File: src/rtl/mem_line_arbiter.sv
// Round-robin arbiter sharing one line-wide memory port between the icache
// refill path and the dcache path; one memory transaction in flight at a time.
module mem_line_arbiter #(
    parameter int LINE_W = 128,
    parameter int ADDR_W = 3
) (
    input  logic              clk,
    input  logic              rst_n,
    input  logic              I_req,
    input  logic [ADDR_W-1:0] I_addr,
    output logic [LINE_W-1:0] I_rdata,
    output logic              I_valid,
    input  logic              D_req,
    input  logic              D_we,
    input  logic [ADDR_W-1:0] D_addr,
    input  logic [LINE_W-1:0] D_wdata,
    output logic [LINE_W-1:0] D_rdata,
    output logic              D_valid,
    output logic              M_req,
    output logic              M_we,
    output logic [ADDR_W-1:0] M_addr,
    output logic [LINE_W-1:0] M_wdata,
    input  logic [LINE_W-1:0] M_rdata,
    input  logic              M_ready
);

    typedef enum logic [1:0] {
        ST_IDLE = 2'd0,
        ST_WAIT = 2'd1,
        ST_RESP = 2'd2
    } state_e;

    localparam logic OWN_I = 1'b0;
    localparam logic OWN_D = 1'b1;

    state_e            state_q,   state_d;
    logic              owner_q,   owner_d;
    logic              last_q,    last_d;
    logic              m_req_q,   m_req_d;
    logic              m_we_q,    m_we_d;
    logic [ADDR_W-1:0] m_addr_q,  m_addr_d;
    logic [LINE_W-1:0] m_wdata_q, m_wdata_d;
    logic [LINE_W-1:0] i_rdata_q, i_rdata_d;
    logic [LINE_W-1:0] d_rdata_q, d_rdata_d;
    logic              i_valid_q, i_valid_d;
    logic              d_valid_q, d_valid_d;
    logic              pick_s;

    // State and output registers; last grant resets to D so I wins the first tie.
    always_ff @(posedge clk or negedge rst_n) begin
        if (!rst_n) begin
            state_q   <= ST_IDLE;
            owner_q   <= OWN_I;
            last_q    <= OWN_D;
            m_req_q   <= 1'b0;
            m_we_q    <= 1'b0;
            m_addr_q  <= {ADDR_W{1'b0}};
            m_wdata_q <= {LINE_W{1'b0}};
            i_rdata_q <= {LINE_W{1'b0}};
            d_rdata_q <= {LINE_W{1'b0}};
            i_valid_q <= 1'b0;
            d_valid_q <= 1'b0;
        end else begin
            state_q   <= state_d;
            owner_q   <= owner_d;
            last_q    <= last_d;
            m_req_q   <= m_req_d;
            m_we_q    <= m_we_d;
            m_addr_q  <= m_addr_d;
            m_wdata_q <= m_wdata_d;
            i_rdata_q <= i_rdata_d;
            d_rdata_q <= d_rdata_d;
            i_valid_q <= i_valid_d;
            d_valid_q <= d_valid_d;
        end
    end

    // On a tie the requester that did not win last time is chosen.
    always_comb begin
        if (I_req && D_req) begin
            pick_s = ~last_q;
        end else begin
            pick_s = D_req;
        end
    end

    // Next-state and next-output logic; valid pulses default low every cycle.
    always_comb begin
        state_d   = state_q;
        owner_d   = owner_q;
        last_d    = last_q;
        m_req_d   = m_req_q;
        m_we_d    = m_we_q;
        m_addr_d  = m_addr_q;
        m_wdata_d = m_wdata_q;
        i_rdata_d = i_rdata_q;
        d_rdata_d = d_rdata_q;
        i_valid_d = 1'b0;
        d_valid_d = 1'b0;
        case (state_q)
            ST_IDLE: begin
                if (I_req || D_req) begin
                    owner_d = pick_s;
                    last_d  = pick_s;
                    m_req_d = 1'b1;
                    if (pick_s == OWN_D) begin
                        m_addr_d  = D_addr;
                        m_we_d    = D_we;
                        m_wdata_d = D_wdata;
                    end else begin
                        m_addr_d  = I_addr;
                        m_we_d    = 1'b0;
                        m_wdata_d = m_wdata_q;
                    end
                    state_d = ST_WAIT;
                end else begin
                    state_d = ST_IDLE;
                end
            end
            ST_WAIT: begin
                if (M_ready) begin
                    m_req_d = 1'b0;
                    m_we_d  = 1'b0;
                    if (owner_q == OWN_I) begin
                        i_rdata_d = M_rdata;
                        i_valid_d = 1'b1;
                    end else begin
                        // A write acknowledgement leaves the read-data register alone.
                        if (!m_we_q) begin
                            d_rdata_d = M_rdata;
                        end else begin
                            d_rdata_d = d_rdata_q;
                        end
                        d_valid_d = 1'b1;
                    end
                    state_d = ST_RESP;
                end else begin
                    state_d = ST_WAIT;
                end
            end
            ST_RESP: begin
                state_d = ST_IDLE;
            end
            default: begin
                state_d = ST_IDLE;
            end
        endcase
    end

    assign I_rdata = i_rdata_q;
    assign I_valid = i_valid_q;
    assign D_rdata = d_rdata_q;
    assign D_valid = d_valid_q;
    assign M_req   = m_req_q;
    assign M_we    = m_we_q;
    assign M_addr  = m_addr_q;
    assign M_wdata = m_wdata_q;

endmodule

File: config.mk
export PLATFORM = sky130hd
export DESIGN_NAME = mem_line_arbiter
export DESIGN_NICKNAME = d
export VERILOG_FILES = /design/src/rtl/mem_line_arbiter.sv
export SDC_FILE = /design/constraint.sdc
export NUM_CORES = 1
export LEC_CHECK = 0
export CORE_AREA = 4 4 251 253
export CTS_CLUSTER_SIZE = 14
export DETAILED_ROUTE_END_ITERATION = 10
export DIE_AREA = 0 0 255 257
export GPL_TIMING_DRIVEN = 0
export PLACE_DENSITY = 0.54
export REMOVE_ABC_BUFFERS = 1
export SYNTH_ARGS = -nofsm -noshare
export SYNTH_HDL_FRONTEND = slang
export SYNTH_SLANG_ARGS = --single-unit
export TNS_END_PERCENT = 1
File: constraint.sdc
create_clock -name clk -period 2.1 [get_ports clk]
set_input_delay 0.63 -clock clk [delete_from_list [all_inputs] [get_ports clk]]
set_output_delay 0.63 -clock clk [all_outputs]
set_load 0.005 [all_outputs]
==> results of run 1 <==
[sequential cells by signal (all words and copies together) (netlist names)]
register and cells:
M_req 1, M_wdata 128, last_q 1, D_valid 1
I_rdata 128, I_valid 1, D_rdata 128, owner_q 1
M_we 1, M_addr 3, state_q 2
[cell type report]
| type | instances | area, um^2 |
|---|---|---|
| Antenna cell | 2 | 5.00 |
| Clock buffer | 65 | 1410 |
| Clock inverter | 17 | 154 |
| Fill cell | 5740 | 36800 |
| Inverter | 2 | 7.51 |
| Multi-Input combinational cell | 405 | 4540 |
| Sequential cell | 395 | 9890 |
| Tap cell | 790 | 988 |
| Timing Repair Buffer | 691 | 7200 |
[repair_timing]
action | CTS | global route
resized for setup | 263 | 94
cloned | 2 | 1
endpoints found under the setup margin | 586 | 172
setup buffers | 8 | 2
pin swaps | 3 | 3
hold endpoints to repair | 0 | 0
[cells by family after synthesis]
family,share of synthesized area [%]
flops,66.9
mux,29.7
buf+inv,2.64
compound gates,0.305
simple gates,0.440
[metrics by stage]
stage / instance area (um^2) / worst slack, ps / hold slack, ps
floorplan: 14400 / -4340 / 334
global placement: 22000 / -17270 / 469
detailed placement: 22500 / -1710 / 474
CTS: 23900 / -71.1 / 47.0
global route: 24200 / -13.7 / 85.6
finish: 24200 / 62.3 / 66.4
[cells in the mapped netlist (all sizes together)]
library cell    n
dfrtp         394
mux2          390
nor2            3
dfstp           1
buf            42
nand2           2
a32o            1
o21ai           2
nor3            2
a21o            2
nand3b          1
inv             2
a21bo           1
nand2b          1
[worst paths after layout]
path | slack, ps | cells after the start | endpoint | from
max | 60 | 1 | I_rdata[107] | I_rdata[107]
min | 70 | 1 | D_rdata[34] | rst_n
max reg2reg | 70 | 6 | I_rdata[86] | state_q[1]
min reg2reg | 480 | 1 | M_wdata[85] | M_wdata[85]
max in group asynchronous | 460 | 3 | state_q[0] | rst_n
min in group clk | 480 | 1 | M_wdata[85] | M_wdata[85]
[power groups by stage]
stage	registers [W]	clock network, W	logic [W]
floorplan	0.0138	0	0.00486
CTS	0.0134	0.00842	0.0146
detailed placement	0.0136	0	0.0161
global placement	0.0135	0	0.0156
finish	0.0133	0.00813	0.0140
global route	0.0139	0.00874	0.0151
[per-layer routing]
layer | GRT usage, % | up-vias
li1 | - | 4397
met1 | 15.1 | 4955
met2 | 26.4 | 418
met3 | 6.85 | 75
met4 | 3.94 | 14
met5 | 0 | -
==> results.json, run 1 <==
{
  "status": "finished clean",
  "ys_warn_count": 0,
  "cts-hold-fix-buffers": 0,
  "required_ps": 1470,
  "met1_length_um": 17500,
  "synth-seq-cells": 395,
  "p_total_w": 0.0355,
  "dp_cells": 2275,
  "cp.arrival_ps": 1410,
  "fin_skew_ps": 16.5,
  "relSlewSlack_pct": 54.9,
  "drv_cap": 0,
  "grt_pass1_vias": 11100,
  "dr_wl_met2_um": 25600,
  "clk_pin_slew_ps": 60,
  "dieArea_um2": 65500,
  "ys_top_cells_by_area": "dfrtp_1 (67%), mux2_2 (22%), mux2_1 (7.4%), buf_6 (1.7%), buf_4 (0.71%)",
  "worstHoldPathType": "primary input to async pin",
  "cts_tree": "done",
  "grt_pass1_wl_um": 72700,
  "layout_common_cells": "dfrtp_1 (393), clkdlybuf4s50_1 (316), mux2_2 (291)",
  "fin_util_pct": 39.6,
  "syn_inst": 844,
  "setup-violations-final": 0,
  "cp_slowest_cell": "clkdlybuf4s50_1",
  "final_common_cell": "dfrtp_1",
  "via_count": 9859,
  "grt_max_degree": 118,
  "ant_nets": 0,
  "drv_slew": 0,
  "row_count": 91,
  "initialDrtViolationCount": 255,
  "cts-root-buf": "clkbuf_16",
  "worstSetupPathType": "flop to primary output",
  "p_sw_share_pct": 29.2,
  "synthesis.area_um2": 14800,
  "ys_seq_area_share_pct": 66.9,
  "top_layer": "met5",
  "p_seq_share_pct": 37.6,
  "path_buf_inv": 1,
  "hold_viol_final": 0,
  "port_buffers": 658,
  "first_pass_iters": 4,
  "place_congestion": 0.750,
  "worstMarginPinSlew_ps": 671,
  "leakage_nw": 11.3,
  "synth_top_area_cell": "dfrtp_1",
  "fin_setup_tns_ps": 0,
  "syn_to_final_growth_pct": 63.7,
  "io_pins": 659,
  "crit_family": "buffers and inverters",
  "grt_antenna_before_repair": 10,
  "crit_path_max_fanout": 2,
  "period_share_pct": 97.0,
  "drive_gt1_share_pct": 26.2,
  "route.met3.wl_um": 5490,
  "avgRoutedWirePerCell_um": 21.1,
  "yosys.area.top_type_share_pct": 66.7,
  "cts_sinks": 395,
  "drc_errors": 0,
  "numCtsBuffers": 46,
  "clkLatencyLatePin_ps": 560,
  "synth_area_per_cell_um2": 17.5,
  "ys_types": 20,
  "worstSetupStartpointType": "flop",
  "cts_max_path_buffers": 3,
  "clkPwrFrac_pct": 22.9,
  "grt_setup_unrepaired": "true",
  "end_kind": "primary output",
  "num-nets-final": 1809,
  "finalNonFillerCells": 2367,
  "intPower_w": 0.0251,
  "ir_drop_mv": 0.727,
  "drt_wl_total_um": 50000,
  "powerDensity_nw_per_um2": 1470,
  "dp_hpwl_um": 37900,
  "gr-total-overflow": 0,
  "start_util_pct": 24.2,
  "cpPeakStageDelay_ps": 510,
  "grt.total_usage_pct": 14.6,
  "crit_path_cell_trace": "clkdlybuf4s50_1",
  "core_area_um2": 61000,
  "fmax_mhz": 491,
  "die_height_um": 257,
  "die-width_um": 255,
  "viasPerCell": 4.17,
  "htree_levels": 2,
  "p_switching_w": 0.0103,
  "comb_power_share_pct": 39.5,
  "fin_crit_ps": 2040
}
No activity file was read; power rests on OpenSTA's default activity.
==> inputs of run 2 (changes only) <==
CTS_CLUSTER_SIZE = 12   (was 14)
DONT_BUFFER_PORTS = 1   (was unset)
PLACE_DENSITY = 0.41   (was 0.54)
==> results.json, run 2 (synthesis gave the netlist of run 1 again) <==
{
  "htree_levels": 2,
  "design_area_um2": 17700,
  "fin_crit_ps": 2020,
  "ir_drop_mv": 0.690,
  "seq_area_um2": 9890,
  "die-width_um": 255,
  "clkPwrFrac_pct": 26.3,
  "via_count": 7368,
  "required_ps": 2540,
  "powerDensity_nw_per_um2": 1660,
  "io_pins": 659,
  "worstMarginPinSlew_ps": 943,
  "viasPerCell": 4.29,
  "fmax_mhz": 495,
  "drv_slew": 0,
  "setup-violations-final": 0,
  "r2r_cells": 8,
  "ant_nets": 0,
  "num-nets-final": 1160,
  "final_common_cell": "dfrtp_1",
  "drc_errors": 0,
  "first_pass_iters": 4,
  "comb_power_share_pct": 21.5,
  "numCtsBuffers": 43,
  "placed_cell_area_um2": 15900,
  "cp.arrival_ps": 2460,
  "cts-root-buf": "clkbuf_16",
  "p_switching_w": 0.00890,
  "fillers": 6110,
  "start_util_pct": 24.2,
  "cts_tree": "done",
  "worstHoldPathType": "primary input to async pin",
  "relSlewSlack_pct": 37.1,
  "drt_wl_total_um": 42100,
  "grt_max_degree": 396,
  "period_share_pct": 96.1,
  "crit_path_max_fanout": 17,
  "intPower_w": 0.0204,
  "grt_pass1_wl_um": 59600,
  "leakage_nw": 7.39,
  "clk_pin_slew_ps": 60,
  "port_buffers": 0,
  "p_sw_share_pct": 30.4,
  "drv_cap": 0,
  "dp_hpwl_um": 30600,
  "initialDrtViolationCount": 252,
  "grt_pass1_vias": 8244,
  "die_height_um": 257,
  "core_area_um2": 61000,
  "drive_gt1_share_pct": 44.4,
  "worstSetupPathType": "flop to flop",
  "place_congestion": 0.735,
  "clkLatencyLatePin_ps": 560,
  "violations": "hold timing",
  "grt_antenna_before_repair": 7,
  "avgRoutedWirePerCell_um": 24.5,
  "cts_max_path_buffers": 3,
  "multiInputGateArea_um2": 4600,
  "cts_sinks": 395,
  "worstSetupStartpointType": "flop",
  "p_seq_share_pct": 52.2,
  "grt.total_usage_pct": 12.2,
  "hold_viol_final": 394,
  "gr-total-overflow": 0,
  "fin_skew_ps": 16.6,
  "fin_hold_ws_ps": -231,
  "status": "finished, violations left",
  "fin_util_pct": 29.0,
  "row_count": 91,
  "end_kind": "flop",
  "syn_to_final_growth_pct": 19.6,
  "layout_common_cells": "dfrtp_1 (392), mux2_2 (277), mux2_1 (97)",
  "dieArea_um2": 65500
}
==> run 2: changes by cell type in the layout (fill, tap and decap cells not counted), sizes merged, moves of 4 or more <==
cell / change
clkdlybuf4s50: -316
dlygate4sd2: -248
dlymetal6s2s: -93
buf: +9
clkinv: -8
clkbuf: +4
==> run 2: final timing paths <==
path                                   from     endpoint  slack (ps)
max in group asynchronous             rst_n  M_wdata[89]        1540
worst min register to register  M_wdata[43]  M_wdata[43]         510
worst max register to register   state_q[1]  D_rdata[88]          80
min in group clk                    M_ready   state_q[0]         180
worst max-delay path             state_q[1]  D_rdata[88]          80
worst min-delay path                  rst_n  I_rdata[11]        -230
==> run 2: critical path: stages, from the launching register on <==
cell,delay (ps)
dfrtp_1,400
nand3b_4,180
nor3_4,200
clkbuf_16,180
buf_16,150
buf_12,160
buf_16,130
buf_16,140
mux2_2,340
==> run 2: power by group through the flow <==
| stage | combinational, W | clock, W | sequential, W |
|---|---|---|---|
| 6_report | 0.00629 | 0.00771 | 0.0153 |
| 5_1_grt | 0.00691 | 0.00840 | 0.0159 |
| 4_1_cts | 0.00625 | 0.00802 | 0.0155 |
| 3_5_place_dp | 0.00595 | 0 | 0.0155 |
| 3_3_place_gp | 0.00528 | 0 | 0.0157 |
| 2_1_floorplan | 0.00486 | 0 | 0.0138 |
==> run 2: routing by layer <==
metal,GRT usage [%],vias up,share of wire (%)
li1,-,3079,-
met1,11.4,3797,31
met2,22.7,422,53
met3,6.97,70,14
met4,3.09,0,2.2
met5,0,-,0
==> run 2: per-stage QoR <==
step	TNS, ps	std cells	power (W)	setup slack [ps]	hold slack, ps
after floorplan	-1203770	802	0.0186	-4340	334
after global placement	-2343230	1592	0.0210	-8820	347
after detailed placement	-162600	1613	0.0215	-1030	344
after CTS	-4740	1698	0.0298	-133	-280
after global routing	-17.6	1715	0.0312	-7.51	-282
final	0	1716	0.0293	80.9	-231
==> run 2: cell type report <==
cell class                      instances  area share [%]
Clock buffer                           68            7.42
Tap cell                              790            5.59
Timing Repair Buffer                   44            4.15
Clock inverter                          8           0.758
Sequential cell                       395            56.0
Inverter                                2          0.0425
Multi-Input combinational cell        406            26.0
Antenna cell                            3          0.0425
==> run 2: what timing repair did <==
action                     4_1_cts  5_1_grt
resized for setup               24        5
setup endpoints to repair      299      128
hold endpoints to repair       394      394
cloned                           3        1
buffers inserted                 7       15
pin swaps                        3        2
==> edit 1, RTL diff (flow settings as in run 1) <==
The parameter `ADDR_W` goes from 3 to 4.
--- a/src/rtl/mem_line_arbiter.sv
+++ b/src/rtl/mem_line_arbiter.sv
@@ -4,3 +4,3 @@
     parameter int LINE_W = 128,
-    parameter int ADDR_W = 3
+    parameter int ADDR_W = 4
 ) (
Interface: changed (resized D_addr, I_addr and M_addr); port bits go from 659 to 662. No check against the original RTL was run, so the function may have changed too.
==> edit 1 against run 1 <==
  * Setup slack lost 62 ps
  * Routed wire length grew 1.9%
  * Combinational power grew 4%
  * Total power grew 1.1%
  * First-iteration DRC count shrank 7.8%
  * Design area grew 1.2%
  * Sequential cell count grew 1
  * Hold slack lost 20 ps
  * Clock skew grew 2.7 ps
  * Critical path depth grew 6
  * Area after synthesis grew 0.50%
  * Core utilization grew 0.48 points
  * Critical endpoint is now I_rdata[98]
  * Largest cell class unchanged
==> edit 1: results (changes against run 1) <==
Setup path
  – Register-to-Register Path Depth: 7 (+1)
  – CP max FO: 28 (+26)
  – Worst R2R Setup Slack: 0.8 ps (-70 ps)
  – Slowest-stage cell, CP: dfrtp_1

Synth
  – Compound-Gate Fraction of Synth Area: 0.3033% (-0.0015 points)
  – Main area contributors after synthesis: dfrtp_1 67%, mux2_2 22%, mux2_1 7.4%
  – Synthesized instance count: 847 (+0.36%)
  – Unique cell type count in the Yosys netlist: 19 (-5.0%)
  – Multiplexer share of the synthesized area: 29.72% (about the same)
  – Top post-synthesis cells by count: 395 x dfrtp_1, 295 x mux2_2, 97 x mux2_1, 31 x buf_6, 6 x buf_4

Global routing
  – Antenna violations before repair: 12 (+2)
  – Vias in the first global route: 11108 (+0.33%)
  – M3 GR Usage: 7.328% (+0.48 points)
  – Total track usage: 14.68% (+0.091 points)

Finish
  – Non-clk buf share: 30.31% (+0.53 points)
  – Comb_multi_in: 407 (+0.49%)
  – Clk tree area frac: 6.285% (-0.16 points)
  – Non-CTS buffers: 714 (+3.3%)
  – Final net count: 1837 (+1.5%)
  – Final instance area: 0.02449 mm² (+1.2%)
  – Synth-to-layout area growth: 64.87%
  – Layout cells sized above 1: 27.78% (+1.6 points)
  – Multi-input logic area: 0.004613 mm² (+1.6%)

Pwr
  – Switching share of power: 29.18% (about the same)
  – Worst ir drop on vdd: 0.7035 mV (-3.2%)
  – Power Total: 35.89 mW (+1.1%)
  – Lkg Pwr: 11.39 nW (+1.1%)
  – Clock group: 8.04 mW (-1%)

CTS
  – Post-CTS Setup Inserts: 16 (+8)

Drt
  – Total number of vias: 9981 (+1.2%)
  – Initial detailed-routing violation count: 235 (-7.8%)

Place
  – Placed insts: 2281 (+0.26%)
  – Port bufs: 661 (+0.46%)
  – Worst slack at placement: -1415 ps (+293.8 ps)

Run status
  – Outcome: finished, final reports clean
-- edit 1: cell count changes in the layout (fill, tap and decap cells not counted), moves of 2 or more --
cell,change
buf_4,+14
clkdlybuf4s50_1,-5
clkbuf_8,+4
dlygate4sd2_1,+17
clkbuf_1,+5
buf_16,+3
mux2_1,-15
clkinv_4,-2
clkinv_2,-4
mux2_4,+17
dlymetal6s2s_1,-9
-- edit 1: worst min-delay path by stage --
stage / to / startpoint / cells past startpoint
global route: D_rdata[62] / rst_n / 1
CTS: I_rdata[39] / rst_n / 1
floorplan: D_rdata[0] / rst_n / 0
detailed placement: I_rdata[23] / I_rdata[23] / 1
global placement: I_rdata[24] / I_rdata[24] / 1
finish: D_rdata[62] / rst_n / 1
-- edit 1: metal layers --
layer  up-vias  share of wire [%]  routed length, µm
met5         -               0.16                 83
met4        14                3.6               1851
met3        94                 11               5775
met2       452                 50              25300
met1      4975                 35              17910
li1       4446                  -                  -
==> edit 2, RTL diff (flow settings as in run 1) <==
Made on the original files. Make the reset (`rst_n`) synchronous in one clocked block.
--- a/src/rtl/mem_line_arbiter.sv
+++ b/src/rtl/mem_line_arbiter.sv
@@ -49,3 +49,3 @@
     // State and output registers; last grant resets to D so I wins the first tie.
-    always_ff @(posedge clk or negedge rst_n) begin
+    always_ff @(posedge clk) begin
         if (!rst_n) begin
Formal check against the unedited RTL: not equivalent (Yosys sat finds a counterexample within 4 cycles, from zero or initial values and one cycle with rst_n low; the reset may be asserted at any time).
==> edit 2 against run 1 <==
  * Cell count is 33% higher
  * Routed wire length up 9.5%
  * Highest routed layer unchanged
  * Area after synthesis is 2.4% higher
  * Design area about the same
  * Sequential cell count unchanged
  * Setup slack got worse by 6.4 ps
  * Sequential share of layout area is 8.2 points lower
Power is not compared: it rests on default switching activity, and its combinational part moved more than twofold at a synthesized area within 25%.
==> edit 2: results (changes against run 1) <==
Run status
  – Outcome: finished, final reports clean

Setup path
  – CP Launch Point: D_rdata[121]
  – Worst setup endpoint: D_rdata[121]
  – Worst R2R Setup Slack: 120 ps (+50 ps)
  – R2R Path Start: state_q[0]
  – Crit Reg-Reg Endpoint: D_rdata[58]
  – Register-to-Register Path Depth: 7 (+1)
  – Crit path DAT: 1410 ps (about the same)
  – CP peak stage delay: 540 ps (+30 ps)

Synth
  – Multiplexer share of the synthesized area: 16.93% (-13 points)
  – Yosys Warn Count: 0 (unchanged)
  – Largest family of logic cells by synthesized area: simple AND/OR/NAND/NOR gates
  – Syn avg cell area: 8.765 µm² (-50%)
  – Unique cell type count in the Yosys netlist: 31 (+55%)
  – Top post-synthesis cells by count: 649 x nand2_1, 395 x dfxtp_1, 256 x mux2i_1, 128 x nand3_1, 84 x clkbuf_1
  – Main area contributors after synthesis: dfxtp_1 52%, mux2i_1 17%, nand2_1 16%
  – Sequential-to-total area share from yosys stat: 52.24% (-15 points)
  – Compound-Gate Fraction of Synth Area: 4.910% (+4.6 points)
  – Asr flop ratio synth: 0% (-100 points)
  – Commonest register cell after synthesis: dfxtp_1

CTS
  – CTS buffer count: 47 (+2.2%)
  – Post-CTS Resized: 220 (-16%)
  – Post-CTS Setup Inserts: 3 (-5)

Drt
  – Met1 WL: 20660 µm (+18%)
  – Met3 routed WL: 6042 µm (+10%)
  – DR pass1 iterations: 5 (+1)
  – WL per Instance: 17.37 µm (-18%)
  – Uppermost routed layer: met5
  – Total number of vias: 13757 (+40%)
  – Initial detailed-routing violation count: 620 (+140%)

Global routing
  – GR Layer Usage met2: 27.07% (+0.68 points)
  – Antenna violations before repair: 8 (-2)
  – First-pass GRT wire length: 79740 µm (+9.7%)
  – Vias in the first global route: 13489 (+22%)
  – Largest net degree at the start of global routing: 186 (+58%)
  – Met1 GRT Util: 16.17% (+1.0 points)
  – Total track usage: 15.40% (+0.81 points)
  – M3 GR Usage: 7.449% (+0.60 points)

Finish
  – Final non-filler cell total: 3152 (+33%)
  – Final net count: 2594 (+43%)
  – Filler cell count: 6145 (+7.1%)
  – Sequential cell area: 0.007916 mm² (-20%)

STA
  – Slew @ Worst Pin: 758.9 ps (+87.50 ps)
  – Setup Skew: 19.39 ps (+2.913 ps)
  – Final worst slack: 55.92 ps (-6.426 ps)

Place
  – DP HPWL: 40190 µm (+5.9%)
  – Worst slack at placement: -1468 ps (+241.4 ps)
  – GPL Wtd Cong: 0.7857 (+4.7%)
  – Placed insts: 3061 (+35%)
  – Post-DP Area: 0.02260 mm² (+0.22%)

Pwr
  – Worst ir drop on vdd: 0.5154 mV
  – Flop pwr share: a little over two fifths
==> edit 2: cell types whose count changed after synthesis, sizes merged, moves of 128 or more <==
cell / delta
nand2: +647
dfxtp: +395
dfrtp: -394
mux2: -390
mux2i: +256
nand3: +128
==> edit 2: how the worst min path moves through the flow <==
stage	endpoint	slack, ps	cells past startpoint
2_1_floorplan	I_rdata[0]	440	2
3_3_place_gp	I_rdata[5]	440	2
3_5_place_dp	I_rdata[62]	440	2
4_1_cts	I_rdata[121]	450	2
5_1_grt	I_rdata[72]	470	2
6_report	I_rdata[52]	440	2
==> edit 2: area by class of cell <==
type | instances | share of cell area, %
multi-input cells | 1189 | 26.89
inverters | 2 | 0.03103
clock buffers | 74 | 6.159
repair buffers | 691 | 29.77
well taps | 790 | 4.085
flip-flops and latches | 395 | 32.72
clock inverters | 8 | 0.3206
diodes | 3 | 0.03103
